### config.mk
export PLATFORM = sky130hd
export DESIGN_NAME = word_byte_serializer
export DESIGN_NICKNAME = d
export VERILOG_FILES = /design/src/rtl/word_byte_serializer.sv
export SDC_FILE = /design/constraint.sdc
export NUM_CORES = 1
export LEC_CHECK = 0
export ABC_AREA = 1
export BUFFER_PORTS_ARGS = -buffer_cell sky130_fd_sc_hd__buf_2
export CAP_MARGIN = 15
export CORE_MARGIN = 1
export CORE_UTILIZATION = 40
export CTS_CLUSTER_DIAMETER = 200
export DETAILED_ROUTE_END_ITERATION = 12
export PLACE_DENSITY_LB_ADDON = 0.05
export RECOVER_POWER = 25
export SYNTH_ARGS = -nofsm -noshare
export SYNTH_HDL_FRONTEND = slang
export SYNTH_SLANG_ARGS = --single-unit
### constraint.sdc
create_clock -name clk -period 2.13 [get_ports clk]
set_input_delay 0.3195 -clock clk [delete_from_list [all_inputs] [get_ports clk]]
set_output_delay 0.3195 -clock clk [all_outputs]
set_load 0.005 [all_outputs]
### src/rtl/word_byte_serializer.sv
// word_byte_serializer: buffers 16-bit words in a small FIFO and emits them as a
// byte stream, upper byte first. Valid/ready handshake on both sides.
// Optional feature macro: WBS_LOW_FIRST_SEL_EN adds a per-word low_first flag
// stored with the word. Words pushed with low_first = 1 emit the lower byte first.
// All outputs are decoded from registered state only.
module word_byte_serializer #(
  parameter int DEPTH = 2,
  parameter int CNT_W = 2
) (
  input  logic             clk,
  input  logic             rst,
  input  logic [15:0]      word_in,
  input  logic             word_valid,
`ifdef WBS_LOW_FIRST_SEL_EN
  input  logic             low_first,
`endif
  output logic             word_ready,
  output logic [7:0]       byte_out,
  output logic             byte_valid,
  input  logic             byte_ready,
  output logic             byte_high,
  output logic [CNT_W-1:0] count,
  output logic             busy
);

  localparam int AW = (DEPTH > 1) ? $clog2(DEPTH) : 1;
`ifdef WBS_LOW_FIRST_SEL_EN
  localparam int DW = 17;
`else
  localparam int DW = 16;
`endif

  typedef enum logic {
    PH_FIRST  = 1'b0,
    PH_SECOND = 1'b1
  } phase_t;

  logic [DW-1:0]    mem_r [DEPTH];
  logic [AW-1:0]    wr_ptr_r;
  logic [AW-1:0]    rd_ptr_r;
  logic [CNT_W-1:0] count_r;
  logic [CNT_W-1:0] count_s;
  phase_t           phase_r;
  phase_t           phase_s;
  logic [DW-1:0]    din_s;
  logic [DW-1:0]    head_s;
  logic             empty_s;
  logic             full_s;
  logic             push_s;
  logic             xfer_s;
  logic             pop_s;
  logic             sel_low_s;

`ifdef WBS_LOW_FIRST_SEL_EN
  assign din_s     = {low_first, word_in};
  assign sel_low_s = (phase_r == PH_SECOND) ^ head_s[16];
`else
  assign din_s     = word_in;
  assign sel_low_s = (phase_r == PH_SECOND);
`endif

  assign head_s  = mem_r[rd_ptr_r];
  assign empty_s = (count_r == {CNT_W{1'b0}});
  // Full is judged on the registered count only, so a pop never frees a slot
  // for a push in the same cycle.
  assign full_s  = (count_r == CNT_W'(DEPTH));
  assign push_s  = word_valid && !full_s;
  assign xfer_s  = !empty_s && byte_ready;
  assign pop_s   = xfer_s && (phase_r == PH_SECOND);

  assign word_ready = !full_s;
  assign byte_valid = !empty_s;
  assign count      = count_r;
  assign busy       = !empty_s;

  // Select the presented byte of the head word from the phase and order flag.
  always_comb begin
    byte_out  = 8'h00;
    byte_high = 1'b1;
    if (empty_s) begin
      byte_out  = 8'h00;
      byte_high = 1'b1;
    end else if (sel_low_s) begin
      byte_out  = head_s[7:0];
      byte_high = 1'b0;
    end else begin
      byte_out  = head_s[15:8];
      byte_high = 1'b1;
    end
  end

  // Next phase and next word count from the two handshakes.
  always_comb begin
    phase_s = phase_r;
    count_s = count_r;
    case (phase_r)
      PH_FIRST: begin
        if (xfer_s) phase_s = PH_SECOND;
        else        phase_s = PH_FIRST;
      end
      PH_SECOND: begin
        if (xfer_s) phase_s = PH_FIRST;
        else        phase_s = PH_SECOND;
      end
      default: phase_s = PH_FIRST;
    endcase
    case ({push_s, pop_s})
      2'b10:   count_s = count_r + CNT_W'(1);
      2'b01:   count_s = count_r - CNT_W'(1);
      default: count_s = count_r;
    endcase
  end

  // Pointer, count and phase registers; reset discards any partly sent word.
  always_ff @(posedge clk or posedge rst) begin
    if (rst) begin
      wr_ptr_r <= {AW{1'b0}};
      rd_ptr_r <= {AW{1'b0}};
      count_r  <= {CNT_W{1'b0}};
      phase_r  <= PH_FIRST;
    end else begin
      if (push_s) wr_ptr_r <= wr_ptr_r + AW'(1);
      if (pop_s)  rd_ptr_r <= rd_ptr_r + AW'(1);
      count_r <= count_s;
      phase_r <= phase_s;
    end
  end

  // Word storage; contents are don't-care until written, so no reset.
  always_ff @(posedge clk) begin
    if (push_s) mem_r[wr_ptr_r] <= din_s;
  end

endmodule

Word level (Yosys, flattened, before mapping). Memory sizes are Yosys's and may differ from the RTL's. Index checks and enable logic that the tools add are counted.

Register bits: 5. Bits in writable memories: 32. Memories: 1. Output and inout port bits: 14. Logic and storage cells: 30.

Bitwise operators: 1. Add/sub/neg operators: 4. Mux-type cells: 10. Reductions and logical operators: 7. Eq/ne operators: 3.

Memories: mem_r (words 2, bits a word 16, read ports 1, clocked after Yosys merged registers in 0, write ports 1, RTL line 38) `logic [DW-1:0] mem_r [DEPTH];`.

Operator list (number): $mux W8 (2); $mux W1 (6); $eq A2 B2 Y1 const B (2); $pmux W2 S2 (1); $logic_and A1 B1 Y1 (3); $add A1 B1 Y1 const B (2); $add A2 B1 Y2 const B (1); $eq A2 B1 Y1 const B (1); $logic_not A1 Y1 (2); $logic_not A2 Y1 (1); $pmux W1 S2 (1); $reduce_bool A2 Y1 (1); $sub A2 B1 Y2 const B (1); $not A1 Y1 (1).

Longest topological paths before layout.
Depth in word-level cells: 6. Mapped depth: 8.

Worst setup path after synthesis. Ideal clock, no wire load.

Path type: register -> register. Start point: reg count_r[0] (netlist: count[0]). End point: mem mem_r[0][0] (enable). Arrival time: 1.374 ns. Stages on the path, launching flop included: 5. Data required time: 1.742 ns. Slack: 0.368 ns. Clock period less this slack: 1.762 ns. Path buffers: 0. Setup time: 0.388 ns. Path through: dfrtp_1 inv_1 nand2_1 nand2_2 nor2_1.

Cells in the longest elaborated chain, start to end: 5.

RTL lines: start, declared (RTL line 41) `logic [CNT_W-1:0] count_r;`; start signal, assigned (RTL line 119) `count_r <= {CNT_W{1'b0}};`; start signal, assigned (RTL line 124) `count_r <= count_s;`; $eq A2 B2 Y1 (RTL line 66) `assign full_s = (count_r == CNT_W'(DEPTH));`; $logic_not A1 Y1; net word_ready (RTL line 17) `output logic word_ready,`; $logic_and A1 B1 Y1 (RTL line 67) `assign push_s = word_valid && !full_s;`; $mux W1 (RTL line 131) `if (push_s) mem_r[wr_ptr_r] <= din_s;`; $mux W1 (not written as such) (RTL line 131); end, declared (RTL line 38).

The timed path passes the listed nets, and every way through them passes these cells.

Worst setup path in the final report.
Start point: reg phase_r. End point: out byte_out[6].

Cells in the longest elaborated chain, start to end: 2.

RTL lines: start, declared (RTL line 43) `phase_t phase_r;`; start signal, assigned (RTL line 125) `phase_r <= phase_s;`; $mux W8 (RTL line 83) `end else if (sel_low_s) begin`; $mux W8 (RTL line 80) `if (empty_s) begin`; end, declared (RTL line 18) `output logic [7:0] byte_out,`.

Every way passes these cells.

==> flow_summary_export.csv <==
group,metric,value,unit
worst_setup_path,arrival,1.52,ns
logic_synthesis,synth_area_leaders,"edfxtp_1 58%, inv_1 9.1%, nand2_1 8.0%",
worst_setup_path,critical-path-top-delay-family,"flip-flops",
logic_synthesis,netlist.area_leader.share,0.5845,
logic_synthesis,yosys_warnings,0,
power_and_ir_drop,pwr-share-comb,0.376,
detailed_routing,drc,0,
logic_synthesis,syn_area,1644,um2
sta,fin_ws,0.2875,ns
logic_synthesis,synth-seq-cells,37,
clock_network,clk_pin_slew,0.07,ns
global_routing,antenna_found_initial,0,
global_routing,grt-ovfl-total,0,
worst_setup_path,reg2reg_from,"count[0]",
die,die_h,66.11,um
power_and_ir_drop,swShare,0.3636,
detailed_routing,via_per_inst,4.639,
die,dieWidth,66.11,um
sta,skew,0.008185,ns
layout,final_nets,222,
detailed_routing,finalWirelength,3.242,mm
sta,tightest_slew,0.3872,ns
layout,drive_gt1_frac,0.2438,
clock_network,clk_latency,0.29,ns
status,status,"finished clean",
global_routing,grt_pass1_wl,5.395,mm
sta,finalHoldViolations,0,
die,rows,22,
logic_synthesis,synth_top_flop_cell,"edfxtp_1",
worst_hold_path,min_path_type,"in2reg",
worst_setup_path,crit_path_max_fanout,11,
global_routing,grt_max_degree,17,
layout,fillers,374,
global_routing,grtUsageTotal,0.1739,
logic_synthesis,syn_nets,180,
clock_network,post_cts_resized,0,
layout,syn_to_final_growth,19.86,%
power_and_ir_drop,p_per_area,1339,nW/um2
logic_synthesis,async_flop_share,0.1351,
sta,fin_tns_setup,0,ns
logic_synthesis,synth_top_cell_by_area,"edfxtp_1",
detailed_routing,num_vias,1155,
clock_network,cts_sinks,37,
logic_synthesis,synth_edf_count,32,
worst_setup_path,path_class,"reg2out",
sta,rsz0062_at_grt,"false",
worst_setup_path,critical_path_buf_inv_count,2,
power_and_ir_drop,seq_power_share,0.431,
worst_setup_path,cp-end-kind,"output pin",
placed_design,numPortBuffers,33,
clock_network,htree_levels,2,
power_and_ir_drop,switchingPower,959.4,uW
sta,finalMaxSlewViolations,0,
detailed_routing,postRouteAntennaNets,0,
detailed_routing,wl_per_cell,13.02,um
sta,max_freq,542.7,MHz
logic_synthesis,seq_area_frac_synth,0.6606,
die,core,3799,um2
sta,period_minus_slack,1.843,ns
logic_synthesis,synth_most_common_cell,"inv_1",
clock_network,clockBufferDepth,2,
worst_setup_path,crit_path_start_kind,"flip-flop",
worst_hold_path,hp-start,"word_in[12]",
worst_setup_path,worst_ep_required_time,1.81,ns
placed_design,dp_hpwl,2.374,mm
power_and_ir_drop,p_leak,0.0009453,uW
sta,setup_viol_count_final,0,
logic_synthesis,ys_top_cells_by_count,"40 x inv_1, 35 x nand2_1, 32 x edfxtp_1",
worst_setup_path,cp_slowest_cell,"dfrtp_1",
run,cap_violations,0,
die,io_pins,34,
worst_setup_path,crit_chain,"inv_1, nand3_1, a21oi_1, buf_2",
clock_network,cts_setup_buffers,0,
detailed_routing,drt_iter0_drc,101,
layout,diodes,0,
logic_synthesis,ys_types,18,
power_and_ir_drop,vdd_drop_max,0.0006321,V
sta,period_share,0.8650,
logic_synthesis,syn_area_per_cell,10.41,um2
detailed_routing,drt_pass1_iterations,4,
clock_network,tritoncts,"done",
clock_network,cts_hold_buffers,1,
worst_setup_path,critPathMaxStageDelay,0.52,ns
worst_setup_path,startpoint,"phase_r",
die,die_area,4371,um2
clock_network,cts_made_buffers,5,
placed_design,pre_cts_ws,0.5200,ns
power_and_ir_drop,p_int,1679,uW
power_and_ir_drop,clkPwrFrac,0.193,
logic_synthesis,synth_cells,158,
die,start_util,0.4328,
clock_network,clock-root-buffer,"clkbuf_8",
placed_design,gp_congestion,0.7371,
sta,maxSlewHeadroom,0.7419,
global_routing,grt_pass1_vias,1139,
==> through the flow <==
stage / hold slack, ns / utilization / total power [uW] / instances / cell area [um2]
after floorplan: 0.09802 / - / 1786 / 158 / 1644
after global placement: 0.2425 / 0.4928 / 2135 / 240 / 1872
after global routing: 0.1968 / 0.5188 / 2850 / 249 / 1971
after detailed placement: 0.2368 / 0.4928 / 2157 / 240 / 1872
after CTS: 0.2073 / 0.5201 / 2667 / 249 / 1976
final: 0.2114 / 0.5188 / 2639 / 249 / 1971
==> flip-flops by register name (all words and copies together), names as in the netlist <==
| signal | cells |
|---|---|
| count | 2 |
| phase_r | 1 |
| mem_r | 32 |
| wr_ptr_r | 1 |
| rd_ptr_r | 1 |
==> worst register-to-register path, cell delays in order, from the launching register on <==
cell	delay [ns]
dfrtp_1	0.44
nor2_2	0.15
nor2_1	0.05
ha_1	0.21
ha_1	0.22
or2_2	0.29
nand4_1	0.08
nand2_1	0.06
==> path summary, 6_finish.rpt <==
kind / endpoint / slack (ns) / cells past startpoint
worst min register to register: wr_ptr_r / 0.57 / 2
max in group asynchronous: wr_ptr_r / 1.49 / 3
worst max register to register: count[1] / 0.52 / 7
worst max-delay path: byte_out[6] / 0.29 / 4
min in group asynchronous: rd_ptr_r / 0.46 / 3
worst min-delay path: mem_r[0][12] / 0.21 / 1
==> final cells by class <==
type	instances	area, um2	area share
Clock buffer	7	86.33	0.04381
Clock inverter	1	7.507	0.003810
Inverter	41	156.4	0.07937
Multi-Input combinational cell	75	359.1	0.1822
Sequential cell	37	1086	0.5511
Tap cell	48	60.06	0.03048
Timing Repair Buffer	40	215.2	0.1092
==> routing by layer <==
| layer | track usage | vias up | part of all wire |
|---|---|---|---|
| li1 | - | 578 | - |
| met5 | 0 | - | 0 |
| met3 | 0.05345 | 7 | 0.051 |
| met1 | 0.2334 | 541 | 0.47 |
| met4 | 0.07181 | 0 | 0.014 |
| met2 | 0.2602 | 29 | 0.47 |
==> placed cells by master, fill, tap and decap left out, drive strengths merged <==
cell,synthesis,final
or2,1,1
xnor2,1,1
clkinvlp,0,1
nand4,1,1
a21oi,9,9
buf,5,35
nand2,38,38
ha,2,2
dlygate4sd3,0,1
xor2,1,1
inv,41,41
dfrtp,5,5
clkbuf,0,11
nand3,17,17
edfxtp,32,32
nor2,5,5
==> power by group through the flow <==
stage / logic (uW) / clock network [uW] / registers [uW]
finish: 993 / 509 / 1140
global route: 1140 / 551 / 1160
CTS: 1010 / 519 / 1140
floorplan: 706 / 0 / 1080
detailed placement: 1000 / 0 / 1150
global placement: 986 / 0 / 1150
==> kinds of logic (layout without fill, tap and decap cells) <==
family,Yosys count,after routing,share of synthesized area
AND/OR/NAND/NOR,62,62,0.1652
buffers and inverters,46,89,0.1210
flip-flops,37,37,0.6606
AO/OA/AOI/OAI,9,9,0.02740
adder cells (fa/ha/maj),2,2,0.01522
XOR/XNOR,2,2,0.01066
(Power assumes the default switching activity.)
